[src/rtl/priority_queue_driver.sv]
// Initiator for a priority_queue request port: arbitrates push/pop streams, mirrors occupancy and
// buffers pop results in a response FIFO. Define PQ_DRIVER_CHECK_EN to cross-check queue flags in o_err.
module priority_queue_driver #(
  parameter int QUEUE_DEPTH = 30,
  parameter int DATA_LENGTH = 10,
  parameter int RSP_DEPTH   = 4
) (
  input  logic                               CLK,
  input  logic                               RSTn,
  input  logic                               i_push_valid,
  output logic                               o_push_ready,
  input  logic [DATA_LENGTH-1:0]             i_push_data,
  input  logic                               i_pop_valid,
  output logic                               o_pop_ready,
  output logic                               o_rsp_valid,
  input  logic                               i_rsp_ready,
  output logic [DATA_LENGTH-1:0]             o_rsp_data,
  output logic                               o_pq_write,
  output logic                               o_pq_valid,
  output logic [DATA_LENGTH-1:0]             o_pq_data,
  input  logic                               i_pq_full,
  input  logic                               i_pq_empty,
  input  logic                               i_pq_valid,
  input  logic [DATA_LENGTH-1:0]             i_pq_data,
  output logic [$clog2(QUEUE_DEPTH+1)-1:0]   o_level,
  output logic                               o_err
);

  localparam int LW = $clog2(QUEUE_DEPTH + 1);
  localparam int PW = $clog2(RSP_DEPTH);
  localparam int CW = $clog2(RSP_DEPTH + 1);
  localparam logic [CW:0]   CREDIT_MAX = (CW+1)'(RSP_DEPTH);
  localparam logic [PW-1:0] PTR_LAST   = PW'(RSP_DEPTH - 1);

  typedef enum logic {GNT_PUSH = 1'b0, GNT_POP = 1'b1} grant_e;

  grant_e                 r_last_grant;
  logic                   r_inflight;
  logic                   r_err;
  logic [LW-1:0]          r_level;
  logic [DATA_LENGTH-1:0] r_mem [RSP_DEPTH];
  logic [PW-1:0]          r_wr_ptr;
  logic [PW-1:0]          r_rd_ptr;
  logic [CW-1:0]          r_count;

  logic        w_push_ok;
  logic        w_pop_ok;
  logic        w_push_gnt;
  logic        w_pop_gnt;
  logic        w_rsp_wr;
  logic        w_rsp_rd;
  logic        w_chk_err;
  logic [CW:0] w_credit_used;

  // A pop is only issued when its result is guaranteed a FIFO slot; a same-cycle drain is not credited.
  assign w_credit_used = (CW+1)'(r_count) + (CW+1)'(r_inflight);
  assign w_push_ok     = i_push_valid & ~i_pq_full;
  assign w_pop_ok      = i_pop_valid & ~i_pq_empty & (w_credit_used < CREDIT_MAX);

  // NOTE: every output of a combinational block gets a default first, so no path infers a latch.
  always_comb begin
    w_push_gnt = 1'b0;
    w_pop_gnt  = 1'b0;
    if (w_push_ok && w_pop_ok) begin
      if (r_last_grant == GNT_POP) w_push_gnt = 1'b1;
      else                         w_pop_gnt  = 1'b1;
    end else begin
      w_push_gnt = w_push_ok;
      w_pop_gnt  = w_pop_ok;
    end
  end

  assign o_push_ready = w_push_gnt;
  assign o_pop_ready  = w_pop_gnt;
  assign o_pq_valid   = w_push_gnt | w_pop_gnt;
  assign o_pq_write   = w_push_gnt;
  assign o_pq_data    = w_push_gnt ? i_push_data : '0;

  assign w_rsp_wr    = i_pq_valid & r_inflight;
  assign w_rsp_rd    = o_rsp_valid & i_rsp_ready;
  assign o_rsp_valid = (r_count != '0);
  assign o_rsp_data  = r_mem[r_rd_ptr];
  assign o_level     = r_level;
  assign o_err       = r_err;

`ifdef PQ_DRIVER_CHECK_EN
  logic r_gnt_prev;

  always_ff @(posedge CLK or negedge RSTn) begin
    if (!RSTn) r_gnt_prev <= 1'b0;
    else       r_gnt_prev <= w_push_gnt | w_pop_gnt;
  end

  // The full comparison is skipped right after a grant, while the queue's full flag may still settle.
  assign w_chk_err = ((r_level == '0) != i_pq_empty) |
                     (~r_gnt_prev & ((r_level == LW'(QUEUE_DEPTH)) != i_pq_full));
`else
  assign w_chk_err = 1'b0;
`endif

  // NOTE: sequential state uses non-blocking assignments so every register samples pre-edge values.
  always_ff @(posedge CLK or negedge RSTn) begin
    if (!RSTn) begin
      r_last_grant <= GNT_POP;
      r_inflight   <= 1'b0;
      r_level      <= '0;
      r_err        <= 1'b0;
    end else begin
      r_inflight <= w_pop_gnt;
      if (w_push_gnt | w_pop_gnt) r_last_grant <= w_push_gnt ? GNT_PUSH : GNT_POP;
      if (w_push_gnt)     r_level <= r_level + LW'(1);
      else if (w_pop_gnt) r_level <= r_level - LW'(1);
      if ((i_pq_valid & ~r_inflight) | w_chk_err) r_err <= 1'b1;
    end
  end

  always_ff @(posedge CLK or negedge RSTn) begin
    if (!RSTn) begin
      r_wr_ptr <= '0;
      r_rd_ptr <= '0;
      r_count  <= '0;
    end else begin
      if (w_rsp_wr) r_wr_ptr <= (r_wr_ptr == PTR_LAST) ? '0 : r_wr_ptr + PW'(1);
      if (w_rsp_rd) r_rd_ptr <= (r_rd_ptr == PTR_LAST) ? '0 : r_rd_ptr + PW'(1);
      case ({w_rsp_wr, w_rsp_rd})
        2'b10:   r_count <= r_count + CW'(1);
        2'b01:   r_count <= r_count - CW'(1);
        default: r_count <= r_count;
      endcase
    end
  end

  // NOTE: the storage array has no reset; entries are only read once the count says they were written.
  always_ff @(posedge CLK) begin
    if (w_rsp_wr) r_mem[r_wr_ptr] <= i_pq_data;
  end

endmodule

[config.mk]
export PLATFORM = sky130hd
export DESIGN_NAME = priority_queue_driver
export DESIGN_NICKNAME = d
export VERILOG_FILES = /design/src/rtl/priority_queue_driver.sv
export SDC_FILE = /design/constraint.sdc
export NUM_CORES = 1
export LEC_CHECK = 0
export BUFFER_PORTS_ARGS = -buffer_cell sky130_fd_sc_hd__buf_2
export CORE_MARGIN = 3
export CORE_UTILIZATION = 45
export DETAILED_ROUTE_END_ITERATION = 7
export PLACE_DENSITY_LB_ADDON = 0.3
export SETUP_SLACK_MARGIN = 0.4
export SYNTH_ARGS = -nofsm -noshare
export SYNTH_HDL_FRONTEND = slang
export SYNTH_SLANG_ARGS = --single-unit
[constraint.sdc]
create_clock -name CLK -period 2.17 [get_ports CLK]
set_input_delay 0.217 -clock CLK [delete_from_list [all_inputs] [get_ports CLK]]
set_output_delay 0.217 -clock CLK [all_outputs]
set_load 0.01 [all_outputs]
==> flow_summary_export.csv <==
group,metric,value,unit
status,status,"finished, final reports clean",
global_route,grt_pass1_vias,1470,
critical_path,rrSetupSlack,0.31,ns
synthesis,netlist_area,2471,µm²
route,drcViolationCount,0,
floorplan,die_area,6417,µm²
route,routed_wl,4401,µm
power,p_leak,1.288,nW
final_layout,stdcell_count,299,
global_route,grt_antenna_before_repair,0,
timing,grt_setup_unrepaired,"yes",
synthesis,yosysTopAreaCell,"edfxtp_1",
timing,setup-violations-final,0,
timing,hold_viol_final,0,
synthesis,synth_edf_count,40,
flow_run,maxCapViolCount,0,
place,portBuffers,58,
route,drt_iter0_markers,41,
clock_tree,clkTransAtPathRegs,0.10,ns
clock_tree,insertion_delay,0.30,ns
final_layout,n_antenna_cell,0,
place,dp_cells,276,
timing,post-route-period-util,85.55,%
synthesis,ys.flop_type,"edfxtp_1",
timing,max_freq,538.7,MHz
critical_path,critPathMaxFanout,4,
route,wl_per_cell,14.72,µm
route,via_count,1473,
clock_tree,cts_buffers,5,
critical_path,crit_path_top_delay_cell,"dfrtp_2",
timing,skew,0.003944,ns
clock_tree,cts_sinks,55,
final_layout,nets,265,
synthesis,ys_types,38,
final_layout,register_area,1582,µm²
floorplan,core_area,5205,µm²
clock_tree,clk_path_buf_depth,2,
final_layout,multi_input_area,885.9,µm²
synthesis,syn_avg_cell_area,16.26,µm²
place,place.gp.congestion,0.7333,
clock_tree,htree_levels,2,
timing,slew_viol_final,0,
route,viasPerCell,4.926,
critical_path,path_cells,"nor2_4, a41oi_4, xnor2_2, ha_2, or3_4, a21oi_2, o22ai_2, xnor2_1",
critical_path,cp-start-kind,"flip-flop",
power,ir_drop,0.6595,mV
synthesis,netlist_top_cells_area,"edfxtp_1 49%, dfrtp_1 14%, mux4_2 9.1%",
synthesis,ys_async_sr_fraction,27.27,%
global_route,grt_pass1_wl,7134,µm
final_layout,area_growth,25.92,%
synthesis,ys_warn_count,0,
floorplan,die_width,80.11,µm
power,finalPower,3.448,mW
floorplan,rows,26,
timing,period_needed,1.856,ns
synthesis,seq_area_frac_synth,63.85,%
clock_tree,root_buffer,"clkbuf_8",
route,drt-pass1-iter-count,4,
global_route,track_usage,14.57,%
critical_path,crit_buf_inv,0,
route,ant_nets,0,
power,powerDensity,1108,nW/µm²
critical_path,arrival,2.05,ns
floorplan,initial_core_util,47.48,%
clock_tree,cts_tree,"built",
synthesis,synthCells,152,
place,dp_hpwl,3003,µm
floorplan,fp.dieH,80.11,µm
critical_path,worstSetupEndpointType,"flip-flop",
final_layout,utilization,59.78,%
final_layout,drive_above_1_share,51.53,%
timing,relSlewSlack,61.52,%
synthesis,yosysTopAreaCellShare,48.61,%
hold_path,hold_path.class,"input pin to flip-flop",
critical_path,cp_slowest_stage_delay,0.46,ns
critical_path,path_delay_family,"flip-flops",
floorplan,ioPinCount,59,
timing,tightest_slew,0.5772,ns
global_route,grt_max_degree,19,
critical_path,criticalPathCategory,"flip-flop to flip-flop",
place,dp_worst_setup_slack,0.2040,ns
final_layout,fill_cells,426,
timing,setup_tns,0,ns
timing,setup_ws,0.3136,ns
global_route,overflow,0,
synthesis,synth_seq_cells,55,
critical_path,required,2.36,ns
synthesis,syn_nets,189,
## worst paths after layout
path / from / endpoint / cells after the start
max in group asynchronous: RSTn / r_last_grant / 2
max: r_count[2] / o_level[4] / 8
max reg2reg: r_count[2] / o_level[4] / 8
min in group asynchronous: RSTn / o_level[1] / 2
min: i_pq_data[2] / r_mem[1][2] / 1
min reg2reg: o_err / o_err / 1
## through the flow
step	cell area, µm²	hold slack (ns)
floorplan	2505	-0.07859
global placement	2849	0.1452
detailed placement	2849	0.1492
CTS	3048	0.1147
global route	3112	0.1141
finish	3112	0.1239
## timing repair
action | CTS | global route
gates resized for setup | 13 | 3
setup buffers | 8 | 6
pin swaps | 2 | 5
setup endpoints to repair | 24 | 25
hold buffers | 1 | 0
hold endpoints to repair | 14 | 0
## sequential cells by signal (all words and copies together) (netlist names)
signal / count
r_rd_ptr: 2
r_wr_ptr: 2
r_last_grant: 1
r_count: 3
o_level: 5
o_err: 1
r_mem: 40
r_inflight: 1
## where the power goes
group	switching [mW]	total, mW	internal, mW
Clock	0.326	0.558	0.232
Sequential	0.224	1.52	1.30
Combinational	0.591	1.37	0.777
## layout by cell type (no fill, tap or decap), drive strengths merged, types with 4 or more instances in the layout
cell type and count:
and3 4, nor2 5, xnor2 4, nand2 7
clkbuf 5, edfxtp 40, dfrtp 14, inv 11
ha 8, and2 10, buf 74, mux4 10
## synthesized netlist by cell type, drive strengths merged, types with 2 or more instances
library cell	instances
and3	4
inv	9
edfxtp	40
a21o	3
mux2	3
xnor2	4
nand3	3
or3	2
nor3	3
dfrtp	14
buf	5
and2	10
nand2	7
nand2b	2
xor2	3
mux4	10
ha	8
nor2	5
## layout make-up
type | instances | area share (%)
flip-flops and latches | 55 | 50.82
multi-input cells | 82 | 28.47
repair buffers | 75 | 13.91
well taps | 70 | 2.815
clock buffers | 5 | 2.212
inverters | 9 | 1.086
clock inverters | 3 | 0.6836
## logic make-up after synthesis
group / Yosys count / synth area share [%]
buf+inv: 15 / 3.190
compound gates: 14 / 5.165
simple gates: 38 / 9.569
flops: 55 / 63.85
mux: 14 / 10.89
xor+xnor: 7 / 2.481
fa+ha+maj: 9 / 4.861
## metal layers
layer	vias to the layer above	part of all wire (%)	track usage (%)
met1	717	42	18.03
li1	719	-	-
met4	0	1.0	5.068
met2	32	53	25.41
met3	5	3.6	2.803
met5	-	0	0
No activity file was read; power rests on OpenSTA's default activity.
